## src/rtl/pkt_rx_len_tracker_pkg.sv

```systemverilog
// Shared types and constants for the UDP RX packet-length tracker.
// Holds the AXI-Stream byte channel structs, the UDP length type and the
// tracker FSM state encoding.
package pkt_rx_len_tracker_pkg;

    localparam int INFIFO_KB_SIZE = 4;
    localparam int RX_LEN_SLOTS   = 4;

    typedef logic [15:0] udp_length_t;

    typedef struct packed {
        logic [7:0] tdata;
        logic       tvalid;
        logic       tlast;
    } s_axis_mosi_t;

    typedef struct packed {
        logic tready;
    } s_axis_miso_t;

    typedef enum logic [1:0] {
        IDLE_RXL_ST,
        PKT_RXL_ST,
        DROP_RXL_ST
    } fsm_rx_len_t;

endpackage

```

## src/rtl/pkt_rx_len_tracker_eth_fifo.sv

```systemverilog
// Small first-word-fall-through FIFO used as the packet-length queue.
// SLOTS must be a power of two; occupancy MSB doubles as the full flag.
module pkt_rx_len_tracker_eth_fifo #(
    parameter int SLOTS = 4,
    parameter int WIDTH = 16
) (
    input  logic                     clk,
    input  logic                     rst,
    input  logic                     clear_i,
    input  logic                     push_i,
    input  logic [WIDTH-1:0]         din_i,
    input  logic                     pop_i,
    output logic [WIDTH-1:0]         dout_o,
    output logic                     valid_o,
    output logic                     full_o,
    output logic [$clog2(SLOTS):0]   ocup_o
);

    localparam int AW = $clog2(SLOTS);

    logic [WIDTH-1:0] mem_q [SLOTS];
    logic [AW-1:0]    wr_ptr_q, rd_ptr_q;
    logic [AW:0]      ocup_q;
    logic             push_en, pop_en;

    assign valid_o = (ocup_q != '0);
    assign full_o  = ocup_q[AW];
    assign ocup_o  = ocup_q;
    assign dout_o  = valid_o ? mem_q[rd_ptr_q] : '0;

    // Pops on an empty queue and pushes into a full one are ignored.
    assign pop_en  = pop_i & valid_o;
    assign push_en = push_i & ~full_o;

    // Storage array, written only; no reset needed for the payload.
    always_ff @(posedge clk) begin
        if (push_en && !clear_i) begin
            mem_q[wr_ptr_q] <= din_i;
        end
    end

    // Pointers and occupancy; clear flushes everything.
    always_ff @(posedge clk or negedge rst) begin
        if (!rst) begin
            wr_ptr_q <= '0;
            rd_ptr_q <= '0;
            ocup_q   <= '0;
        end else if (clear_i) begin
            wr_ptr_q <= '0;
            rd_ptr_q <= '0;
            ocup_q   <= '0;
        end else begin
            if (push_en) wr_ptr_q <= wr_ptr_q + AW'(1);
            if (pop_en)  rd_ptr_q <= rd_ptr_q + AW'(1);
            case ({push_en, pop_en})
                2'b10:   ocup_q <= ocup_q + (AW+1)'(1);
                2'b01:   ocup_q <= ocup_q - (AW+1)'(1);
                default: ocup_q <= ocup_q;
            endcase
        end
    end

endmodule

```

## src/rtl/pkt_rx_len_tracker.sv

```systemverilog
// UDP RX byte-stream pass-through with per-packet length tracking.
// Bytes flow through a registered 2-entry skid buffer; each completed packet
// length is queued for the CSR side. Packets reaching MAX_PKT_BYTES without
// tlast are cut with a forced tlast and the remainder is discarded.
// Optional build macro PKT_RX_LEN_STATS_EN adds packet/drop counters.
module pkt_rx_len_tracker
    import pkt_rx_len_tracker_pkg::*;
#(
    parameter int LEN_SLOTS     = RX_LEN_SLOTS,
    parameter int MAX_PKT_BYTES = INFIFO_KB_SIZE * 1024
) (
    input  logic                         clk,
    input  logic                         rst,
    input  s_axis_mosi_t                 axis_in_mosi,
    output s_axis_miso_t                 axis_in_miso,
    output s_axis_mosi_t                 axis_out_mosi,
    input  s_axis_miso_t                 axis_out_miso,
    output udp_length_t                  len_o,
    output logic                         len_valid_o,
    input  logic                         len_pop_i,
    output logic [$clog2(LEN_SLOTS):0]   len_ocup_o,
    output logic                         err_oversize_o,
    input  logic                         clear_i
`ifdef PKT_RX_LEN_STATS_EN
    ,
    output logic [31:0]                  pkt_cnt_o,
    output logic [15:0]                  drop_cnt_o
`endif
);

    localparam int CW = $bits(udp_length_t);
    // One extra bit so the limit compare can never wrap.
    localparam logic [CW:0] MAX_CNT = (CW+1)'(MAX_PKT_BYTES);

    fsm_rx_len_t state_q, state_d;
    udp_length_t cnt_q, cnt_d;
    logic        err_q, err_d;
    logic        run_q;

    logic [8:0]  s0_q, s0_d, s1_q, s1_d;     // {tlast, tdata}; s0 is the head
    logic [1:0]  skid_cnt_q, skid_cnt_d, cnt_after_pop;

    logic        len_full, skid_full, in_ready, in_hs, out_pop;
    logic        fwd, fwd_last, len_push, at_max;
    logic [CW:0] cnt_inc;

    assign skid_full = (skid_cnt_q == 2'd2);
    // run_q keeps tready low while reset is held and for the first cycle after.
    assign in_ready  = run_q & ((state_q == DROP_RXL_ST) | (~skid_full & ~len_full));
    assign in_hs     = axis_in_mosi.tvalid & in_ready;
    assign out_pop   = (skid_cnt_q != 2'd0) & axis_out_miso.tready;
    assign cnt_inc   = {1'b0, cnt_q} + (CW+1)'(1);
    assign at_max    = (cnt_inc == MAX_CNT);

    assign axis_in_miso.tready  = in_ready;
    assign axis_out_mosi.tvalid = (skid_cnt_q != 2'd0);
    assign axis_out_mosi.tdata  = s0_q[7:0];
    assign axis_out_mosi.tlast  = s0_q[8];
    assign err_oversize_o       = err_q;

    // Packet FSM next state: counting, truncation and length pushes.
    always_comb begin
        state_d  = state_q;
        cnt_d    = cnt_q;
        err_d    = err_q;
        fwd      = 1'b0;
        fwd_last = 1'b0;
        len_push = 1'b0;
        if (clear_i) begin
            state_d = IDLE_RXL_ST;
            cnt_d   = '0;
            err_d   = 1'b0;
        end else if (in_hs) begin
            case (state_q)
                DROP_RXL_ST: begin
                    if (axis_in_mosi.tlast) begin
                        state_d = IDLE_RXL_ST;
                        cnt_d   = '0;
                    end
                end
                default: begin
                    fwd      = 1'b1;
                    fwd_last = axis_in_mosi.tlast;
                    if (axis_in_mosi.tlast) begin
                        len_push = 1'b1;
                        state_d  = IDLE_RXL_ST;
                        cnt_d    = '0;
                    end else if (at_max) begin
                        len_push = 1'b1;
                        fwd_last = 1'b1;
                        err_d    = 1'b1;
                        state_d  = DROP_RXL_ST;
                        cnt_d    = '0;
                    end else begin
                        state_d  = PKT_RXL_ST;
                        cnt_d    = cnt_inc[CW-1:0];
                    end
                end
            endcase
        end
    end

    // FSM, counter, sticky error and run flag registers.
    always_ff @(posedge clk or negedge rst) begin
        if (!rst) begin
            state_q <= IDLE_RXL_ST;
            cnt_q   <= '0;
            err_q   <= 1'b0;
            run_q   <= 1'b0;
        end else begin
            state_q <= state_d;
            cnt_q   <= cnt_d;
            err_q   <= err_d;
            run_q   <= 1'b1;
        end
    end

    // Skid buffer next state: pop the head first, then append the new byte.
    always_comb begin
        s0_d          = s0_q;
        s1_d          = s1_q;
        cnt_after_pop = skid_cnt_q;
        if (out_pop) begin
            s0_d          = s1_q;
            cnt_after_pop = skid_cnt_q - 2'd1;
        end
        skid_cnt_d = cnt_after_pop;
        if (fwd) begin
            if (cnt_after_pop == 2'd0) s0_d = {fwd_last, axis_in_mosi.tdata};
            else                       s1_d = {fwd_last, axis_in_mosi.tdata};
            skid_cnt_d = cnt_after_pop + 2'd1;
        end
        if (clear_i) skid_cnt_d = 2'd0;
    end

    // Skid buffer registers.
    always_ff @(posedge clk or negedge rst) begin
        if (!rst) begin
            s0_q       <= '0;
            s1_q       <= '0;
            skid_cnt_q <= '0;
        end else begin
            s0_q       <= s0_d;
            s1_q       <= s1_d;
            skid_cnt_q <= skid_cnt_d;
        end
    end

    pkt_rx_len_tracker_eth_fifo #(
        .SLOTS (LEN_SLOTS),
        .WIDTH (CW)
    ) u_len_fifo (
        .clk     (clk),
        .rst     (rst),
        .clear_i (clear_i),
        .push_i  (len_push),
        .din_i   (cnt_inc[CW-1:0]),
        .pop_i   (len_pop_i),
        .dout_o  (len_o),
        .valid_o (len_valid_o),
        .full_o  (len_full),
        .ocup_o  (len_ocup_o)
    );

`ifdef PKT_RX_LEN_STATS_EN
    logic [31:0] pkt_cnt_q;
    logic [15:0] drop_cnt_q;
    logic        enter_drop;

    assign enter_drop = (state_d == DROP_RXL_ST) & (state_q != DROP_RXL_ST);
    assign pkt_cnt_o  = pkt_cnt_q;
    assign drop_cnt_o = drop_cnt_q;

    // Wrapping statistics counters.
    always_ff @(posedge clk or negedge rst) begin
        if (!rst) begin
            pkt_cnt_q  <= '0;
            drop_cnt_q <= '0;
        end else if (clear_i) begin
            pkt_cnt_q  <= '0;
            drop_cnt_q <= '0;
        end else begin
            if (len_push)   pkt_cnt_q  <= pkt_cnt_q + 32'd1;
            if (enter_drop) drop_cnt_q <= drop_cnt_q + 16'd1;
        end
    end
`endif

endmodule
```

## config.mk

```make
export PLATFORM = sky130hd
export DESIGN_NAME = pkt_rx_len_tracker
export DESIGN_NICKNAME = d
export VERILOG_FILES = /design/src/rtl/pkt_rx_len_tracker_pkg.sv /design/src/rtl/pkt_rx_len_tracker_eth_fifo.sv /design/src/rtl/pkt_rx_len_tracker.sv
export SDC_FILE = /design/constraint.sdc
export NUM_CORES = 1
export LEC_CHECK = 0
export ABC_AREA = 1
export CORE_MARGIN = 3
export CORE_UTILIZATION = 60
export CTS_BUF_LIST = sky130_fd_sc_hd__clkbuf_8
export CTS_CLUSTER_DIAMETER = 80
export DETAILED_ROUTE_END_ITERATION = 6
export DONT_BUFFER_PORTS = 1
export PLACE_DENSITY = 0.88
export REMOVE_ABC_BUFFERS = 1
export SYNTH_ARGS = -nofsm -noshare
export SYNTH_HDL_FRONTEND = slang
export SYNTH_SLANG_ARGS = --single-unit
```

## constraint.sdc

```tcl
create_clock -name clk -period 4.3 [get_ports clk]
set_input_delay 0.215 -clock clk [delete_from_list [all_inputs] [get_ports clk]]
set_output_delay 0.215 -clock clk [all_outputs]
set_load 0.05 [all_outputs]
```

# After elaboration in Yosys (flattened, before gate mapping)
# Memory sizes are Yosys's and may differ from the RTL's.
# Cells that the tools add are included.
# classes
addsub	7
multipliers	0
div	0
order_cmp	0
n_eq_ne	8
shifts	0
muxes	40
bitwise	10
reduce_logical	13
# op_table
cell	count
2-to-1 mux 16 bit	7
2-to-1 mux 9 bit	3
2-to-1 mux 2 bit	13
adder 16 x 1 -> 17 bit, second input constant	1
equality test 17 x 13 -> 1 bit, second input constant	1
2-to-1 mux 1 bit	15
nonzero test 2 bit	5
adder 2 x 1 -> 2 bit, second input constant	3
bitwise AND 1 bit	6
equality test 2 bit, second input constant	3
one-hot mux 3 bit (2 select lines)	1
nonzero test 3 bit	2
AND reduction 2 bit	2
AND reduction 4 bit	1
adder 3 x 1 -> 3 bit, second input constant	1
2-to-1 mux 3 bit	1
!= test 3 bit, second input constant	1
NOT 1 bit	3
subtractor 3 x 1 -> 3 bit, second input constant	1
equality test 2 x 1 -> 1 bit, second input constant	1
zero test 2 bit	1
!= test 2 x 1 -> 1 bit, second input constant	1
!= test 2 bit, second input constant	1
subtractor 2 x 1 -> 2 bit, second input constant	1
other kinds (3)	3
# totals
ff_bits	47
latchBits	0
mem_bits_rw	64
mem_bits_ro	0
in_bits	15
out_inout_bits	32
n_memories	1
# memory_table
name	depth	word_bits	read_ports	rd_ports_with_merged_regs	wr	line	text
u_len_fifo.mem_q	4	16	1	0	1	pkt_rx_len_tracker_eth_fifo.sv:21	logic [WIDTH-1:0] mem_q [SLOTS];

# Depth between registers and ports, before layout
# Gate-level depths: netlist of run 1.
# logic_depth
depth_word	12
ltp_mapped	20
mapped_depth_nobuf	19

# Cells and area by module
# Synthesis of run 1 repeated with hierarchy kept, for this count alone.
# hier_totals
cells_unflattened	549
hier_area_um2	5321.4
# modules_own_cells
mod	n_inst	cells_each	area_per_inst_um2	seq_area_each_um2
pkt_rx_len_tracker_eth_fifo	1	253	3011.6	2097.0
pkt_rx_len_tracker	1	296	2309.7	1001.0

# Least setup slack after synthesis of run 1
# OpenSTA, ideal clock, no wires.
# synth_timing
path_type	register to register
from	register skid_cnt_q[0]
to	memory u_len_fifo.mem_q[0][0] (enable)
arrival_ps	2912
path_slack_ps	999
path_stages_with_launch	10
path_buffers	0
cell_sequence	dfrtp_1 -> inv_1 -> ha_1 -> or2_1 -> a21boi_1 -> and2_1 -> nand2_1 -> nor2_4 -> nand2_4 -> nor2_1
# synth_between
elab_chain_len	12
# synth_lines
item	line	text
start, declared	pkt_rx_len_tracker.sv:41	logic [1:0] skid_cnt_q, skid_cnt_d, cnt_after_pop;
start signal, assigned	pkt_rx_len_tracker.sv:145	skid_cnt_q <= skid_cnt_d;
equality test 2 bit	pkt_rx_len_tracker.sv:47	assign skid_full = (skid_cnt_q == 2'd2);
NOT 1 bit	pkt_rx_len_tracker.sv:49	assign in_ready = run_q & ((state_q == DROP_RXL_ST) | (~skid_full & ~len_full));
bitwise AND 1 bit	pkt_rx_len_tracker.sv:49	
OR 1 bit	pkt_rx_len_tracker.sv:49	
bitwise AND 1 bit	pkt_rx_len_tracker.sv:49	
net axis_in_miso	pkt_rx_len_tracker.sv:15	output s_axis_miso_t axis_in_miso,
bitwise AND 1 bit	pkt_rx_len_tracker.sv:50	assign in_hs = axis_in_mosi.tvalid & in_ready;
2-to-1 mux 1 bit	pkt_rx_len_tracker.sv:73	end else if (in_hs) begin
2-to-1 mux 1 bit	pkt_rx_len_tracker.sv:69	if (clear_i) begin
bitwise AND 1 bit	pkt_rx_len_tracker_eth_fifo.sv:33	assign push_en = push_i & ~full_o;
logical AND 1 bit	pkt_rx_len_tracker_eth_fifo.sv:37	if (push_en && !clear_i) begin
2-to-1 mux 1 bit	pkt_rx_len_tracker_eth_fifo.sv:37	
2-to-1 mux 1 bit (not written as such)	pkt_rx_len_tracker_eth_fifo.sv:38	mem_q[wr_ptr_q] <= din_i;
end, declared	pkt_rx_len_tracker_eth_fifo.sv:21	
# The timed path passes the listed nets, and every way through them passes these cells.

# Final worst setup path of run 1
# layout_timing
from	register u_len_fifo.rd_ptr_q[0]
to	output len_o[0]
# layout_between
elab_chain_len	2
# layout_lines
item	line	text
start, declared	pkt_rx_len_tracker_eth_fifo.sv:22	logic [AW-1:0] wr_ptr_q, rd_ptr_q;
start signal, assigned	pkt_rx_len_tracker_eth_fifo.sv:54	if (pop_en) rd_ptr_q <= rd_ptr_q + AW'(1);
memory read (4 x 16 bit)	n/a	
2-to-1 mux 16 bit	pkt_rx_len_tracker_eth_fifo.sv:29	assign dout_o = valid_o ? mem_q[rd_ptr_q] : '0;
end, declared	pkt_rx_len_tracker.sv:18	output udp_length_t len_o,
# No other way between the ends.

==> results.yml, run 1 <==
critical_path:
  worst-endpoint-arrival_ps: 3090
  critPathLaunchType: "flip-flop"
  type_of_the_setup_path_with_the_least_slack: "reg -> out"
  cp_max_fo: 34
  type_of_destination_of_the_critical_path: "primary output"
  required_ps: 4090
  worst_r2r_path_depth: 11
drt:
  route.final.wire_length_um: 10800
  drt_pass1_iterations: 5
  per_cell_routed_wire_length_um: 16.7
  routed_via_density: 5.79
  ant_nets: 0
  drt_iter0_markers: 307
  vias: 3749
  drc_errors: 0
logic_synthesis:
  synth.distinct_cells: 39
  synth_top_cells_by_area: "sky130_fd_sc_hd__edfxtp_1 (37%), sky130_fd_sc_hd__dfrtp_1 (23%), sky130_fd_sc_hd__nor2_1 (6.5%), sky130_fd_sc_hd__nand2_1 (5.5%), sky130_fd_sc_hd__o21ai_0 (5.3%)"
  syn-instance-count: 524
  synthDominantAreaCellType: "sky130_fd_sc_hd__edfxtp_1"
  synth-async-reset-ratio_pct: 42.3
  mappedNetlistArea_mm2: 0.00518
  seq_total_area_yosys_pct: 59.8
  post_synth.cell_area_avg_um2: 9.88
  synth_top_flop_cell: "sky130_fd_sc_hd__edfxtp_1"
  yosysWarnings: 0
  share_of_the_synthesized_area_in_the_top_cell_type_pct: 37.1
  ys_seq_elements: 111
  post_synth_most_frequent_cells: "sky130_fd_sc_hd__nor2_1 (90), sky130_fd_sc_hd__nand2_1 (76), sky130_fd_sc_hd__edfxtp_1 (64)"
  synthMostInstantiatedCell: "sky130_fd_sc_hd__nor2_1"
  synth_edf_count: 64
global_routing:
  grt_first_pass_wirelength_um: 18200
  grt.total_usage_pct: 23.4
  grt_remaining_overflow: 0
  antenna_found_initial: 0
  grt_pass1_vias: 3781
  grt_max_degree: 48
final_layout:
  nNetsFinal: 562
  diodes: 0
  finalInstanceArea_mm2: 0.00564
  post_layout_nonfiller_instances: 648
  drive_gt1_share_pct: 11.8
  area_delta_synth_final_pct: 8.89
  fin_util_pct: 67.9
sta:
  pins_over_their_slew_limit: 0
  max_clock_freq_mhz: 302
  period_share_pct: 76.9
  setup_viol: 0
  slew-limit-headroom_pct: 26.2
  final.setup_skew_ps: 16.1
  rsz0062_at_grt: "false"
  finalHoldViolations: 0
  tns_ps: 0
  period_minus_slack_ps: 3310
  tightest_slew_ps: 1100
cts:
  cts_made_buffers: 9
  setup_buffers_after_cts: 0
  clock_sink_count: 111
  cts.path.max_buffers: 2
  tritoncts: "yes"
  clk_pin_slew_ps: 110
  h-tree-depth: 3
  clock_insertion_delay_worst_skew_ps: 370
  ctsRootBufferMaster: "sky130_fd_sc_hd__clkbuf_8"
pwr:
  powerDensity_mw_per_mm2: 439
  power.static_leakage_nw: 2.29
  worst_vdd_rail_ir_drop_v: 0.000370
placement:
  place_inst: 620
  placement.cell_area_mm2: 0.00529
  place_hpwl_um: 7020
  place.gp.congestion: 0.903
  portBuffers: 0
die:
  placementRows: 33
  number_of_top_level_pins: 47
  die_height_um: 98.9
  die-area_mm2: 0.00978
  core_region_area_mm2: 0.00830
  chipWidth_um: 98.9
  start_util_pct: 62.4
min_path:
  hold_depth: 2
  timing.hold.worst.class: "in -> reg"
job:
  drv_cap: 0
status:
  result_of_the_run: "complete, no violations"
sequential cells by signal (all words and copies together), names as in the netlist:
| signal | count |
|---|---|
| u_len_fifo.ocup_o | 3 |
| u_len_fifo.mem_q | 64 |
| run_q | 1 |
| u_len_fifo.rd_ptr_q | 2 |
| s1_q | 9 |
| err_oversize_o | 1 |
| u_len_fifo.wr_ptr_q | 2 |
| skid_cnt_q | 2 |
| state_q | 2 |
| s0_q | 9 |
| cnt_q | 16 |
cell usage in the layout (no fill, tap or decap), drive strengths merged, types with 2 or more instances in the layout:
cell         count
inv             52
nand4            6
mux2i            6
xor2             2
nand2           85
dfrtp           47
o21ai           61
nor2            99
nor3             4
ha               8
clkbuf           9
dlygate4sd3     11
buf             10
a31oi            3
a21oi           20
nor4             2
nand3           28
edfxtp          64
o22ai            5
clkinv           3
a32o             2
mux2             8
cells by family (layout without fill, tap and decap cells):
kind of cell	count (synthesis)	count (layout)	synth area share [%]
xor gates and xnor gates	2	2	0.483
DFF	111	111	59.8
and+or+nand+nor	226	226	19.6
AOI/OAI and AO/OA	93	93	9.54
buffers and inverters	68	87	5.29
adders and majority gates	9	9	2.32
muxes	14	14	2.90
other	1	1	0.0724
worst paths after layout:
path | endpoint | from | slack (ps)
max in group asynchronous | cnt_q[4] | rst | 3720
hold / removal | s0_q[8] | axis_out_miso | 30
min in group asynchronous | u_len_fifo.ocup_o[0] | rst | 350
setup reg to reg | s0_q[7] | skid_cnt_q[0] | 1130
hold reg to reg | s1_q[1] | s1_q[1] | 530
setup / recovery | len_o[0] | u_len_fifo.rd_ptr_q[0] | 990
critical path: stages, from the launching register on:
cell,delay [ps]
sky130_fd_sc_hd__dfrtp_1,790
sky130_fd_sc_hd__inv_1,820
sky130_fd_sc_hd__o21ai_0,220
sky130_fd_sc_hd__a21oi_1,880
where the power goes:
group / leakage (nW) / internal [mW] / switching [mW]
clock: 0.104 / 0.282 / 0.361
sequential: 1.22 / 1.21 / 0.223
combinational: 0.961 / 0.130 / 0.271
routing by layer:
metal	share of wire, %	vias to the layer above	global-route usage (%)
li1	-	1785	-
met1	40	1805	29.5
met2	51	144	38.3
met3	7.7	15	6.58
met4	1.3	0	9.24
met5	0	-	0
final cells by class:
class / count / area (µm²)
fillers: 562 / 2660
well taps: 105 / 131
flip-flops and latches: 111 / 3100
multi-input cells: 345 / 1810
clock inverters: 7 / 86.3
repair buffers: 21 / 205
clock buffers: 9 / 124
inverters: 50 / 188
what timing repair did:
action                    CTS  global route
hold buffers               11             1
hold endpoints to repair   65             1
resized for setup           0             0
metrics by stage:
| step | setup WS (ps) | power, mW | hold slack, ps |
|---|---|---|---|
| 4_1_cts | 992 | 2.47 | 0.634 |
| 6_report | 994 | 2.48 | 27.6 |
| 3_5_place_dp | 1250 | 1.82 | -79.9 |
| 2_1_floorplan | 904 | 1.73 | -80.6 |
| 5_1_grt | 690 | 2.58 | 24.5 |
| 3_3_place_gp | 1430 | 1.79 | -79.8 |
(Power assumes the default switching activity.)
==> run 2, diff against run 1 <==
--- a/config.mk
+++ b/config.mk
@@ -5,7 +5,7 @@
 export SDC_FILE = /design/constraint.sdc
 export NUM_CORES = 1
 export LEC_CHECK = 0
-export ABC_AREA = 1
+export ABC_AREA = 0
 export CORE_MARGIN = 3
 export CORE_UTILIZATION = 60
 export CTS_BUF_LIST = sky130_fd_sc_hd__clkbuf_8
==> constraint.sdc (replaced) <==
create_clock -name clk -period 3.35 [get_ports clk]
set_input_delay 0.1675 -clock clk [delete_from_list [all_inputs] [get_ports clk]]
set_output_delay 0.1675 -clock clk [all_outputs]
set_load 0.05 [all_outputs]
==> run 2 against run 1 <==
Effect of this change: combinational power rose to 2.9 times the previous value; wire length is 11% lower; count of clock-buffer cells in the layout rose by 1; final cell count decreased by 23%; power is 57% higher; non-clock buffer count up 5; first-iteration DRC count fell by 49%; global-route usage is 2.5 points lower; highest routed layer unchanged.
==> results.yml, run 2 <==
die:
  core_region_area_mm2: 0.00830
  die_height_um: 98.8
  start_util_pct: 62.2
  number_of_top_level_pins: 47
  chipWidth_um: 98.8
  die-area_mm2: 0.00976
  placementRows: 33
pwr:
  power.static_leakage_nw: 2.17
  switchingPower_mw: 1.59
  powerDensity_mw_per_mm2: 693
  sw_frac_of_total_pct: 40.8
  clockPowerShare_pct: 20.4
  seq_power_share_pct: 49.2
  comb_power_share_pct: 30.3
  internal_power_mw: 2.30
  worst_vdd_rail_ir_drop_v: 0.000532
logic_synthesis:
  seq_total_area_yosys_pct: 60.0
  synth_edf_count: 64
  mappedNetlistArea_mm2: 0.00517
  synth_top_flop_cell: "sky130_fd_sc_hd__edfxtp_1"
  synth_simple_gate_area_share_pct: 12.5
  post_synth_mux_area_share_pct: 11.7
  post_synth_most_frequent_cells: "sky130_fd_sc_hd__edfxtp_1 (64), sky130_fd_sc_hd__dfrtp_1 (47), sky130_fd_sc_hd__nor2_1 (25)"
  synthMostInstantiatedCell: "sky130_fd_sc_hd__edfxtp_1"
  synth-async-reset-ratio_pct: 42.3
  main_combinational_cell_family_by_area_after_synthesis: "simple AND/OR/NAND/NOR gates"
  synthAdderAreaFrac_pct: 2.33
  ys_seq_elements: 111
  post_synth.cell_area_avg_um2: 13.6
  synthDominantAreaCellType: "sky130_fd_sc_hd__edfxtp_1"
  syn-instance-count: 379
  yosysWarnings: 0
  synth_top_cells_by_area: "sky130_fd_sc_hd__edfxtp_1 (37%), sky130_fd_sc_hd__dfrtp_1 (23%), sky130_fd_sc_hd__mux4_2 (7.0%), sky130_fd_sc_hd__and2_1 (2.8%), sky130_fd_sc_hd__mux2i_1 (2.5%)"
  share_of_the_synthesized_area_in_the_top_cell_type_pct: 37.2
  synth_xor_area_share_pct: 4.00
  synth.distinct_cells: 52
  fraction_of_the_mapped_netlist_area_in_compound_gates_pct: 6.20
cts:
  ctsRootBufferMaster: "sky130_fd_sc_hd__clkbuf_8"
  cts.path.max_buffers: 2
  clock_insertion_delay_worst_skew_ps: 380
  cts_made_buffers: 9
  tritoncts: "yes"
  h-tree-depth: 3
  clk_pin_slew_ps: 110
  clock_sink_count: 111
final_layout:
  fin_util_pct: 67.7
  nNetsFinal: 416
  most_common_cell_after_layout_fill_and_taps_aside: "sky130_fd_sc_hd__edfxtp_1"
  diodes: 0
  largest_register_ffs: 64
  post_layout_nonfiller_instances: 502
  area_delta_synth_final_pct: 8.69
  largest_registers: "u_len_fifo.mem_q (64), cnt_q (16)"
  drive_gt1_share_pct: 16.6
  mostFrequentLayoutCells: "sky130_fd_sc_hd__edfxtp_1 (64), sky130_fd_sc_hd__dfrtp_1 (47), sky130_fd_sc_hd__nor2_1 (25)"
  registers.top_by_ff_count: "u_len_fifo.mem_q"
  filler_cell_count: 567
  finalInstanceArea_mm2: 0.00562
critical_path:
  max_stage_delay_ps: 480
  critical-path-slowest-cell: "sky130_fd_sc_hd__dfrtp_1"
  type_of_the_setup_path_with_the_least_slack: "reg -> reg"
  ordered_cell_list_for_the_critical_path: "ha_2, nand4_2, nor4_4, and4b_1, o221ai_2, o21ai_1, nor2_1, fa_1, nor3_1, a21oi_1, or3_1, o311ai_1"
  critical_path.n_buffers_inverters: 0
  cp_max_fo: 6
  worst-endpoint-arrival_ps: 3400
  cpLargestDelayFamily: "simple AND/OR/NAND/NOR gates"
  critPathLaunchType: "flip-flop"
  required_ps: 3640
  type_of_destination_of_the_critical_path: "flip-flop"
status:
  result_of_the_run: "complete, no violations"
sta:
  setup_viol: 0
  tightest_slew_ps: 881
  final.setup_skew_ps: 12.9
  pins_over_their_slew_limit: 0
  rsz0062_at_grt: "false"
  tns_ps: 0
  slew-limit-headroom_pct: 41.3
  period_minus_slack_ps: 3110
  max_clock_freq_mhz: 322
  period_share_pct: 92.7
  finalHoldViolations: 0
global_routing:
  grt_first_pass_wirelength_um: 15800
  grt_max_degree: 48
  grt_pass1_vias: 3179
  grt.total_usage_pct: 20.9
  antenna_found_initial: 0
  grt_remaining_overflow: 0
drt:
  drc_errors: 0
  ant_nets: 0
  route.final.wire_length_um: 9600
  drt_pass1_iterations: 4
  per_cell_routed_wire_length_um: 19.1
  routed_via_density: 5.99
  vias: 3009
  drt_iter0_markers: 158
job:
  drv_cap: 0
min_path:
  timing.hold.worst.class: "in -> reg"
placement:
  placement.cell_area_mm2: 0.00527
  place_inst: 473
  place.gp.congestion: 0.929
  portBuffers: 0
  place_hpwl_um: 6230
==> run 2: cell count changes after synthesis, sizes merged, moves of 22 or more <==
cell,previous run,this run
inv,49,11
and2,1,23
nand3,28,6
nand2,85,22
nor2,99,25
o21ai,61,11
==> run 2: area by class of cell <==
type / instances / area (µm²) / share of cell area, %
Clock inverter: 6 / 57.6 / 1.02
Clock buffer: 10 / 138 / 2.45
Timing Repair Buffer: 26 / 245 / 4.37
Sequential cell: 111 / 3100 / 55.2
Tap cell: 105 / 131 / 2.34
Inverter: 11 / 41.3 / 0.735
Multi-Input combinational cell: 233 / 1900 / 33.9
==> run 2: kinds of logic (layout without fill, tap and decap cells) <==
kind of cell    count (synthesis)  after routing
compound gates                 50             50
other cells                     1              1
xor+xnor                       22             22
fa+ha+maj                       9              9
simple gates                  112            112
flops                         111            111
buf+inv                        35             53
mux                            39             39
==> run 2: path summary, 6_finish.rpt <==
| check | to | start | cells after the start | slack (ps) |
|---|---|---|---|---|
| setup / recovery | u_len_fifo.ocup_o[2] | cnt_q[0] | 12 | 240 |
| hold / removal | cnt_q[14] | axis_in_mosi[0] | 3 | 60 |
| hold reg to reg | state_q[1] | state_q[1] | 2 | 490 |
| min in group asynchronous | u_len_fifo.ocup_o[1] | rst | 2 | 310 |
| max in group asynchronous | cnt_q[11] | rst | 2 | 2830 |
| setup reg to reg | u_len_fifo.ocup_o[2] | cnt_q[0] | 12 | 240 |
==> run 2: metrics by stage <==
stage	hold WS, ps	total power, mW	setup WS [ps]
CTS	40.8	3.91	146
floorplan	-128	2.88	-6.88
global placement	-127	3.05	374
finish	56.3	3.89	245
detailed placement	-127	3.10	168
global route	77.1	4.06	28.5
==> run 2: power groups by stage <==
stage / registers (mW) / clock network (mW) / logic, mW
floorplan: 1.96 / 0 / 0.920
global placement: 1.94 / 0 / 1.11
detailed placement: 1.95 / 0 / 1.15
CTS: 1.92 / 0.803 / 1.18
global route: 1.94 / 0.857 / 1.27
finish: 1.92 / 0.795 / 1.18
==> run 2: worst reg2reg max path, stage by stage, from the launching register on <==
cell	delay, ps
sky130_fd_sc_hd__dfrtp_1	480
sky130_fd_sc_hd__ha_2	290
sky130_fd_sc_hd__nand4_2	210
sky130_fd_sc_hd__nor4_4	330
sky130_fd_sc_hd__and4b_1	240
sky130_fd_sc_hd__o221ai_2	120
sky130_fd_sc_hd__o21ai_1	220
sky130_fd_sc_hd__nor2_1	90
sky130_fd_sc_hd__fa_1	410
sky130_fd_sc_hd__nor3_1	180
sky130_fd_sc_hd__a21oi_1	50
sky130_fd_sc_hd__or3_1	320
sky130_fd_sc_hd__o311ai_1	90
==> run 2: per-layer routing <==
layer	part of all wire (%)	GRT usage [%]
met1	41	25.0
met2	50	36.0
met3	6.8	5.94
met4	2.4	8.09
met5	0	0
==> run 2: what timing repair did <==
action                                  in CTS  in global routing
endpoints found under the setup margin       0                  1
resized for setup                            0                  1
endpoints found under the hold margin       74                  0
hold buffers                                13                  0
buffers inserted                             0                  0
==> run 3, diff against run 2 <==
==> constraint.sdc (replaced) <==
create_clock -name clk -period 3.35 [get_ports clk]
set_input_delay 0.1675 -clock clk [delete_from_list [all_inputs] [get_ports clk]]
set_output_delay 0.1675 -clock clk [all_outputs]
set_load 0.01 [all_outputs]
==> run 3 against run 2 <==
Effect of this change: non-clock buffer count shrank 2; hold slack worse by 17 ps; combinational power fell by 31%; clock skew up 1.0 ps; final cell count down 0.40%; critical path depth is the same.
==> results.yml, run 3 (same netlist as run 2, synthesis figures left out) <==
drt:
  routed_via_density: 6.20
  drc_errors: 0
  route.final.wire_length_um: 9650
  vias: 3099
  per_cell_routed_wire_length_um: 19.3
  drt_pass1_iterations: 5
  ant_nets: 0
  drt_iter0_markers: 280
critical_path:
  type_of_destination_of_the_critical_path: "flip-flop"
  critPathLaunchType: "flip-flop"
  type_of_the_setup_path_with_the_least_slack: "reg -> reg"
  ordered_cell_list_for_the_critical_path: "ha_2, nand4_2, nor4_4, and4b_1, o221ai_2, o21ai_1, nor2_1, fa_1, nor3_1, a21oi_1, or3_1, o311ai_1"
  cp_max_fo: 6
  max_stage_delay_ps: 480
  cpLargestDelayFamily: "simple AND/OR/NAND/NOR gates"
  critical_path.n_buffers_inverters: 0
  worst_r2r_path_depth: 12
  worst-endpoint-arrival_ps: 3370
  cp.depth: 12
  critical-path-slowest-cell: "sky130_fd_sc_hd__dfrtp_1"
  required_ps: 3620
die:
  placementRows: 33
  die_height_um: 98.8
  start_util_pct: 62.2
  core_region_area_mm2: 0.00830
  chipWidth_um: 98.8
  number_of_top_level_pins: 47
  die-area_mm2: 0.00976
final_layout:
  registers.top_by_ff_count: "u_len_fifo.mem_q"
  diodes: 0
  finalInstanceArea_mm2: 0.00563
  most_common_cell_after_layout_fill_and_taps_aside: "sky130_fd_sc_hd__edfxtp_1"
  largest_registers: "u_len_fifo.mem_q (64), cnt_q (16)"
  drive_gt1_share_pct: 16.2
  area_of_the_multi_input_gates_mm2: 0.00191
  nNetsFinal: 414
  area.sequential_mm2: 0.00310
  area_delta_synth_final_pct: 8.89
  filler_cell_count: 553
  mostFrequentLayoutCells: "sky130_fd_sc_hd__edfxtp_1 (64), sky130_fd_sc_hd__dfrtp_1 (47), sky130_fd_sc_hd__nor2_1 (25)"
  largest_register_ffs: 64
cts:
  setup_buffers_after_cts: 0
  h-tree-depth: 3
  clk_pin_slew_ps: 100
  clock_sink_count: 111
  clock_insertion_delay_worst_skew_ps: 370
  cts_made_buffers: 9
  cts.path.max_buffers: 2
  ctsRootBufferMaster: "sky130_fd_sc_hd__clkbuf_8"
  tritoncts: "yes"
min_path:
  hold_depth: 2
  timing.hold.worst.class: "in -> reg"
pwr:
  power.static_leakage_nw: 2.17
  powerDensity_mw_per_mm2: 603
  worst_vdd_rail_ir_drop_v: 0.000427
global_routing:
  grt_first_pass_wirelength_um: 16200
  antenna_found_initial: 0
  grt_max_degree: 48
  grt_remaining_overflow: 0
  grt.total_usage_pct: 21.1
  grt_pass1_vias: 3212
sta:
  tns_ps: 0
  max_clock_freq_mhz: 323
  slew-limit-headroom_pct: 41.4
  finalHoldViolations: 0
  period_share_pct: 92.3
  final.setup_skew_ps: 13.9
  tightest_slew_ps: 877
  period_minus_slack_ps: 3090
  rsz0062_at_grt: "false"
  setup_viol: 0
  pins_over_their_slew_limit: 0
placement:
  place_hpwl_um: 6160
  place.gp.congestion: 0.925
  placement.cell_area_mm2: 0.00526
  portBuffers: 0
status:
  result_of_the_run: "complete, no violations"
job:
  drv_cap: 0
[run 3: worst paths after layout]
check | start | endpoint | slack (ps)
max reg2reg | cnt_q[0] | u_len_fifo.ocup_o[2] | 260
min | clear_i | u_len_fifo.ocup_o[1] | 40
max in group asynchronous | rst | cnt_q[11] | 2820
max | cnt_q[0] | u_len_fifo.ocup_o[2] | 260
min reg2reg | state_q[1] | state_q[1] | 490
min in group asynchronous | rst | u_len_fifo.rd_ptr_q[1] | 300
[run 3: where the power goes]
part | leakage (nW) | switching [mW] | internal [mW]
logic | 0.837 | 0.428 | 0.392
registers | 1.23 | 0.150 | 1.59
clock network | 0.105 | 0.454 | 0.378
total | 2.17 | 1.03 | 2.36
[run 3: through the flow]
stage / setup WS [ps] / util, % / power (mW) / instances / hold slack [ps]
final: 258 / 67.8 / 3.39 / 500 / 39.1
after global routing: 26.5 / 67.8 / 3.59 / 500 / 32.7
after CTS: 208 / 67.7 / 3.42 / 500 / 21.8
after detailed placement: 247 / 63.3 / 2.57 / 471 / -127
after global placement: 362 / 63.3 / 2.53 / 471 / -127
after floorplan: 7.24 / - / 2.38 / 355 / -128
[run 3: final cells by class]
class,instances,area share [%]
flip-flops and latches,111,55.1
multi-input cells,233,34.0
inverters,11,0.734
clock buffers,10,2.45
well taps,105,2.34
clock inverters,6,1.33
repair buffers,24,4.09
[run 3: metal layers]
layer / track usage (%) / share of wire, %
met5: 0 / 0
met4: 7.67 / 2.7
met2: 35.1 / 50
met3: 5.80 / 7.9
met1: 26.8 / 39
[run 3: repair_timing]
item                       4_1_cts  5_1_grt
gates resized for setup          0        2
hold buffers                    13        0
hold endpoints to repair        74        0
setup endpoints to repair        0        1
